**src/rtl/vin_pixel_packer_pkg.sv**
```systemverilog
// rtl/vin_pixel_packer_pkg.sv - shared types and constants for the video-in pixel packer
package vin_pixel_packer_pkg;

    localparam int VIN_OUT_WIDTH = 64;
    localparam int VIN_CNT_WIDTH = 12;
    localparam int VIN_OUT_BYTES = VIN_OUT_WIDTH / 8;

    typedef enum logic [1:0] {
        ST_IDLE  = 2'd0,
        ST_FRAME = 2'd1,
        ST_LINE  = 2'd2,
        ST_DROP  = 2'd3
    } vin_state_t;

    // Number of byte slots in an output word of the given width
    function automatic int vin_out_bytes(input int width);
        return width / 8;
    endfunction

endpackage

```
**src/rtl/vin_pixel_packer.sv**
```systemverilog
// rtl/vin_pixel_packer.sv - packs receiver Y4 bytes into flagged words for the frame-buffer FIFO
module vin_pixel_packer
    import vin_pixel_packer_pkg::*;
#(
    parameter int OUT_WIDTH = VIN_OUT_WIDTH,
    parameter int CNT_WIDTH = VIN_CNT_WIDTH
) (
    input  logic                 clk,
    input  logic                 rst,
    input  logic                 v_vsync,
    input  logic                 v_hsync,
    input  logic                 v_de,
    input  logic [7:0]           v_pixel,
    output logic [OUT_WIDTH-1:0] out_data,
    output logic                 out_valid,
    input  logic                 out_ready,
    output logic                 out_sof,
    output logic                 out_eol,
    output logic [CNT_WIDTH-1:0] line_bytes,
    output logic [CNT_WIDTH-1:0] frame_lines,
    output logic                 overflow,
    output logic                 frame_drop
);

    localparam int OUT_BYTES = vin_out_bytes(OUT_WIDTH);
    localparam int IDX_W     = (OUT_BYTES > 1) ? $clog2(OUT_BYTES) : 1;
    localparam logic [IDX_W-1:0]     LAST_IDX = IDX_W'(OUT_BYTES - 1);
    localparam logic [CNT_WIDTH-1:0] CNT_MAX  = '1;

    // Registered receiver inputs and their one-clk-older copies for edge detection
    logic       vs_q, vs_q2, hs_q, hs_q2, de_q, de_q2;
    logic [7:0] pix_q;

    vin_state_t             st;
    logic [OUT_WIDTH-1:0]   acc;
    logic [IDX_W-1:0]       byte_idx;
    logic [OUT_WIDTH-1:0]   wbuf;
    logic                   wbuf_full;
    logic                   sof_arm;
    logic [CNT_WIDTH-1:0]   byte_cnt;
    logic [CNT_WIDTH-1:0]   line_cnt;

    logic                   vs_rise, de_rise, de_fall, hs_rise;
    logic                   in_frame, line_end, pack, flush_part;
    logic                   load_req, out_busy, ovf;
    logic [OUT_WIDTH-1:0]   load_data, base_acc, packed_acc;
    logic [IDX_W-1:0]       base_idx;
    logic [CNT_WIDTH-1:0]   base_cnt, cnt_inc, line_inc;

    // Input stage: one register level, then a second copy for edges
    always_ff @(posedge clk) begin
        if (!rst) begin
            vs_q  <= 1'b0;
            vs_q2 <= 1'b0;
            hs_q  <= 1'b0;
            hs_q2 <= 1'b0;
            de_q  <= 1'b0;
            de_q2 <= 1'b0;
            pix_q <= 8'h00;
        end else begin
            vs_q  <= v_vsync;
            vs_q2 <= vs_q;
            hs_q  <= v_hsync;
            hs_q2 <= hs_q;
            de_q  <= v_de;
            de_q2 <= de_q;
            pix_q <= v_pixel;
        end
    end

    // Edge detection, line-end decision, packing datapath and overflow detection
    always_comb begin
        vs_rise    = vs_q & ~vs_q2;
        de_rise    = de_q & ~de_q2;
        de_fall    = ~de_q & de_q2;
        hs_rise    = hs_q & ~hs_q2 & de_q;
        in_frame   = (st == ST_FRAME) || (st == ST_LINE);
        // hsync inside DE closes the line; the same byte then opens the next one
        line_end   = (st == ST_LINE) && (de_fall || hs_rise);
        pack       = ((st == ST_LINE) && de_q) || ((st == ST_FRAME) && de_rise);
        flush_part = line_end && (byte_idx != '0);
        // A full word waits one clk in wbuf so a DE fall right after it can mark it eol
        load_req   = !vs_rise && in_frame && (wbuf_full || flush_part);
        load_data  = wbuf_full ? wbuf : acc;
        out_busy   = out_valid && !out_ready;
        ovf        = load_req && out_busy;
        base_acc   = line_end ? '0 : acc;
        base_idx   = line_end ? '0 : byte_idx;
        packed_acc = base_acc;
        packed_acc[{base_idx, 3'b000} +: 8] = pix_q;
        base_cnt   = line_end ? '0 : byte_cnt;
        cnt_inc    = (base_cnt == CNT_MAX) ? base_cnt : base_cnt + 1'b1;
        line_inc   = (line_cnt == CNT_MAX) ? line_cnt : line_cnt + 1'b1;
    end

    // Frame/line FSM with accumulator, counters and the inline output register
    always_ff @(posedge clk) begin
        if (!rst) begin
            st          <= ST_IDLE;
            acc         <= '0;
            byte_idx    <= '0;
            wbuf        <= '0;
            wbuf_full   <= 1'b0;
            sof_arm     <= 1'b0;
            byte_cnt    <= '0;
            line_cnt    <= '0;
            out_data    <= '0;
            out_valid   <= 1'b0;
            out_sof     <= 1'b0;
            out_eol     <= 1'b0;
            line_bytes  <= '0;
            frame_lines <= '0;
            overflow    <= 1'b0;
            frame_drop  <= 1'b0;
        end else begin
            frame_drop <= 1'b0;
            wbuf_full  <= 1'b0;

            if (out_valid && out_ready) begin
                out_valid <= 1'b0;
            end
            if (load_req && !out_busy) begin
                out_valid <= 1'b1;
                out_data  <= load_data;
                out_sof   <= sof_arm;
                out_eol   <= line_end;
                sof_arm   <= 1'b0;
            end

            if (vs_rise) begin
                // New frame: partial data is discarded without a flush
                if (st != ST_IDLE) begin
                    frame_lines <= line_cnt;
                end
                line_cnt <= '0;
                sof_arm  <= 1'b1;
                st       <= ST_FRAME;
                acc      <= '0;
                byte_idx <= '0;
                byte_cnt <= '0;
            end else begin
                case (st)
                    ST_FRAME, ST_LINE: begin
                        if (ovf) begin
                            overflow   <= 1'b1;
                            frame_drop <= 1'b1;
                            st         <= ST_DROP;
                            acc        <= '0;
                            byte_idx   <= '0;
                            byte_cnt   <= '0;
                        end else begin
                            if (line_end) begin
                                line_bytes <= byte_cnt;
                                line_cnt   <= line_inc;
                                acc        <= '0;
                                byte_idx   <= '0;
                                byte_cnt   <= '0;
                            end
                            if (pack) begin
                                byte_cnt <= cnt_inc;
                                if (base_idx == LAST_IDX) begin
                                    wbuf      <= packed_acc;
                                    wbuf_full <= 1'b1;
                                    acc       <= '0;
                                    byte_idx  <= '0;
                                end else begin
                                    acc      <= packed_acc;
                                    byte_idx <= base_idx + IDX_W'(1);
                                end
                            end
                            if ((st == ST_FRAME) && de_rise) begin
                                st <= ST_LINE;
                            end else if ((st == ST_LINE) && de_fall) begin
                                st <= ST_FRAME;
                            end
                        end
                    end
                    default: begin
                    end
                endcase
            end
        end
    end

endmodule
```
**config.mk**
```make
export PLATFORM = sky130hd
export DESIGN_NAME = vin_pixel_packer
export DESIGN_NICKNAME = d
export VERILOG_FILES = /design/src/rtl/vin_pixel_packer_pkg.sv /design/src/rtl/vin_pixel_packer.sv
export SDC_FILE = /design/constraint.sdc
export NUM_CORES = 1
export LEC_CHECK = 0
export ABC_AREA = 1
export BUFFER_PORTS_ARGS = -buffer_cell sky130_fd_sc_hd__buf_2
export CORE_MARGIN = 2
export CORE_UTILIZATION = 35
export CTS_CLUSTER_DIAMETER = 150
export CTS_CLUSTER_SIZE = 20
export DETAILED_ROUTE_END_ITERATION = 10
export PLACE_DENSITY_LB_ADDON = 0.15
export SYNTH_ARGS = -nofsm -noshare
export SYNTH_HDL_FRONTEND = slang
export SYNTH_SLANG_ARGS = --single-unit
```
**constraint.sdc**
```tcl
create_clock -name clk -period 4.6 [get_ports clk]
set_clock_uncertainty 0.15 [all_clocks]
set_input_delay 0.46 -clock clk [delete_from_list [all_inputs] [get_ports clk]]
set_output_delay 0.46 -clock clk [all_outputs]
set_load 0.01 [all_outputs]
```
==> impl_metrics.py <==
metrics = {
    "detailed_routing": {
        "wl_um": 37900,
        "drcViolationCount": 0,
        "num_vias": 11900,
        "postRouteAntennaNets": 0,
        "via_per_inst": 5.03,
        "drt_iter0_drc": 768,
        "drt_first_pass_iters": 6,
        "wl_per_cell_um": 16.0,
    },
    "global_route": {
        "grt_usage_pct": 19.6,
        "grt_pass1_vias": 11300,
        "antenna_found_initial": 0,
        "grt_pass1_wl_um": 61300,
        "grt-ovfl-total": 0,
        "grt_max_degree": 110,
    },
    "sta": {
        "max_freq_mhz": 267,
        "rsz0062_at_grt": "false",
        "worst_pin_slew_ns": 1.14,
        "drv_slew": 0,
        "setup-violations-final": 0,
        "min_period_ns": 3.75,
        "min_period_over_period_pct": 81.5,
        "relSlewSlack_pct": 24.1,
        "hold_violations": 0,
        "holdWs_ns": 0.0451,
        "finalSetupTns_ns": 0,
    },
    "cts": {
        "cts.clk_slew.worst_paths_ns": 0.09,
        "numCtsBuffers": 17,
        "hold_buffers": 10,
        "cts.htree.levels": 1,
        "cts_buffer_depth": 3,
        "cts_resized": 0,
        "cts_root_buffer": "clkbuf_16",
        "cts_tree": "built",
        "clk_latency_ns": 0.51,
        "post_cts_buffers": 0,
        "clkSinkCount": 266,
    },
    "placement": {
        "place_inst": 2336,
        "gp_congestion": 0.879,
        "dpl_cell_area_mm2": 0.0136,
        "port_buffers": 106,
        "hpwlAfterDp_um": 23900,
    },
    "yosys": {
        "yosys.area.top_type": "dfxtp_1",
        "syn_area_mm2": 0.0129,
        "synth.top_cell.area_share_pct": 41.3,
        "synthSimpleGateAreaFrac_pct": 22.9,
        "synth-seq-cells": 266,
        "yosys.area_share.adder_pct": 0.970,
        "seq_area_frac_synth_pct": 41.3,
        "synth-xor-area-share_pct": 0.611,
        "syn_area_per_cell_um2": 6.89,
        "syn_nets": 1896,
        "synth_edf_count": 0,
        "synthArstFlopShare_pct": 0,
        "synth_top_family_by_area": "simple AND/OR/NAND/NOR gates",
        "synth_mux_area_share_pct": 1.66,
        "syn_inst": 1872,
        "synth_compound_area_share_pct": 21.3,
        "yosys_warnings": 0,
        "synthDistinctLibCells": 41,
        "synthFlopType": "dfxtp_1",
        "synth.area.top_cells": "dfxtp_1, nand2_1, a21oi_1, o21ai_0, inv_1",
    },
    "job": {
        "maxCapViolCount": 0,
    },
    "worst_setup_path": {
        "reg2reg_slack_ns": 0.85,
        "start_kind": "register",
        "endpoint_kind": "register",
        "cp_data_required_time_ns": 4.89,
        "worstPathArrival_ns": 4.04,
        "path_class": "reg -> reg",
        "reg2reg_from": "st[0]",
        "timing.rr.end": "acc[26]",
        "crit_fanout": 38,
        "r2r_cells": 18,
    },
    "floorplan": {
        "die_h_um": 196,
        "die_w_um": 196,
        "rows": 70,
        "io-pin-count": 107,
        "dieArea_mm2": 0.0384,
        "initial_core_util_pct": 35.4,
        "coreArea_mm2": 0.0364,
    },
    "final_layout": {
        "syn_to_final_growth_pct": 9.96,
        "drive_gt1_share_pct": 11.0,
        "design_area_mm2": 0.0142,
        "num_antenna_cells": 0,
        "instances_no_fill": 2365,
        "fin_nets": 1921,
    },
    "power": {
        "p_leak_nw": 5.22,
        "power.density_mw_per_mm2": 281,
        "total_power_w": 0.00398,
        "irDropWorstVdd_mv": 0.207,
    },
    "hold_path": {
        "hold_depth": 3,
        "hp-class": "in -> reg",
        "hold_end": "de_q",
        "min_from": "v_de",
    },
    "outcome": {
        "status": "finished, final reports clean",
    },
}
## synthesized netlist by cell type, types with 9 or more instances
cell / n
nand2_1: 425
dfxtp_1: 266
a21oi_1: 252
inv_1: 222
o21ai_0: 219
nand3_1: 111
clkbuf_1: 88
nor2_1: 86
buf_2: 25
mux2_2: 19
nand4_1: 18
o21ai_1: 17
o21ai_2: 16
o22ai_1: 13
or2_1: 12
ha_1: 10
nor3_1: 9
## cell type report
type | count | area [µm²]
fillers | 3921 | 22300
flip-flops and latches | 266 | 5330
well taps | 468 | 586
clock inverters | 1 | 16.3
multi-input cells | 1247 | 6140
inverters | 230 | 866
clock buffers | 18 | 429
repair buffers | 135 | 813
## report_power, final
part / switching [W] / internal [W]
sequential: 0.0000157 / 0.00231
clock: 0.000826 / 0.000676
combinational: 0.000121 / 0.0000357
## sequential cells by signal (all words and copies together) (netlist names), 2 cells and up
register	flops
acc	64
out_data	64
wbuf	64
byte_cnt	12
frame_lines	12
line_bytes	12
line_cnt	12
pix_q	8
byte_idx	3
st	2
## layout by cell type (no fill, tap or decap), types with 16 or more instances in the layout
cell / netlist / final
o21ai_0: 219 / 219
mux2_2: 19 / 19
dfxtp_1: 266 / 265
nand3_1: 111 / 110
o21ai_2: 16 / 16
nand4_1: 18 / 18
nor2_1: 86 / 84
clkbuf_16: 0 / 17
a21oi_1: 252 / 252
buf_4: 7 / 17
o21ai_1: 17 / 17
buf_2: 25 / 105
nand2_1: 425 / 425
inv_1: 222 / 221
## worst max-delay path by stage
stage,start,to,cells past startpoint
3_3_place_gp,st[0],wbuf[60],13
2_1_floorplan,st[0],wbuf[39],20
6_report,st[0],acc[26],18
4_1_cts,st[0],acc[26],18
3_5_place_dp,st[0],acc[27],18
5_1_grt,st[0],acc[26],18
## worst max-delay path: stages, from the launching register on
cell	delay [ns]
dfxtp_1	0.37
inv_1	0.07
ha_1	0.24
nand2_1	0.09
inv_2	0.06
nand2_4	0.11
nand2_4	0.31
nor2_1	0.28
inv_1	0.09
ha_1	0.22
ha_1	0.33
inv_1	0.09
nor2_1	0.21
nand2_1	0.36
inv_1	0.23
nand2_1	0.09
a21oi_1	0.13
o21ai_0	0.10
a21oi_1	0.14
## metrics by stage
step                      setup slack, ns  util (%)
after global placement              0.957      37.4
final                               0.853      38.9
after global routing                0.429      38.9
after CTS                           0.857      38.9
after floorplan                      1.45         -
after detailed placement            0.890      37.4
## cells by family after synthesis
logic type      count (synthesis)
simple gates                  682
compound gates                527
buf+inv                       359
flops                         266
mux                            19
fa+ha+maj                      10
xor+xnor                        9
## metal layers
| metal | vias up | track usage (%) | routed length [µm] |
|---|---|---|---|
| li1 | 6105 | - | - |
| met1 | 5503 | 27.0 | 18200 |
| met2 | 245 | 33.0 | 17400 |
| met3 | 47 | 2.34 | 1540 |
| met4 | 0 | 4.49 | 733 |
| met5 | - | 0 | 0 |
No activity file was read; power rests on OpenSTA's default activity.
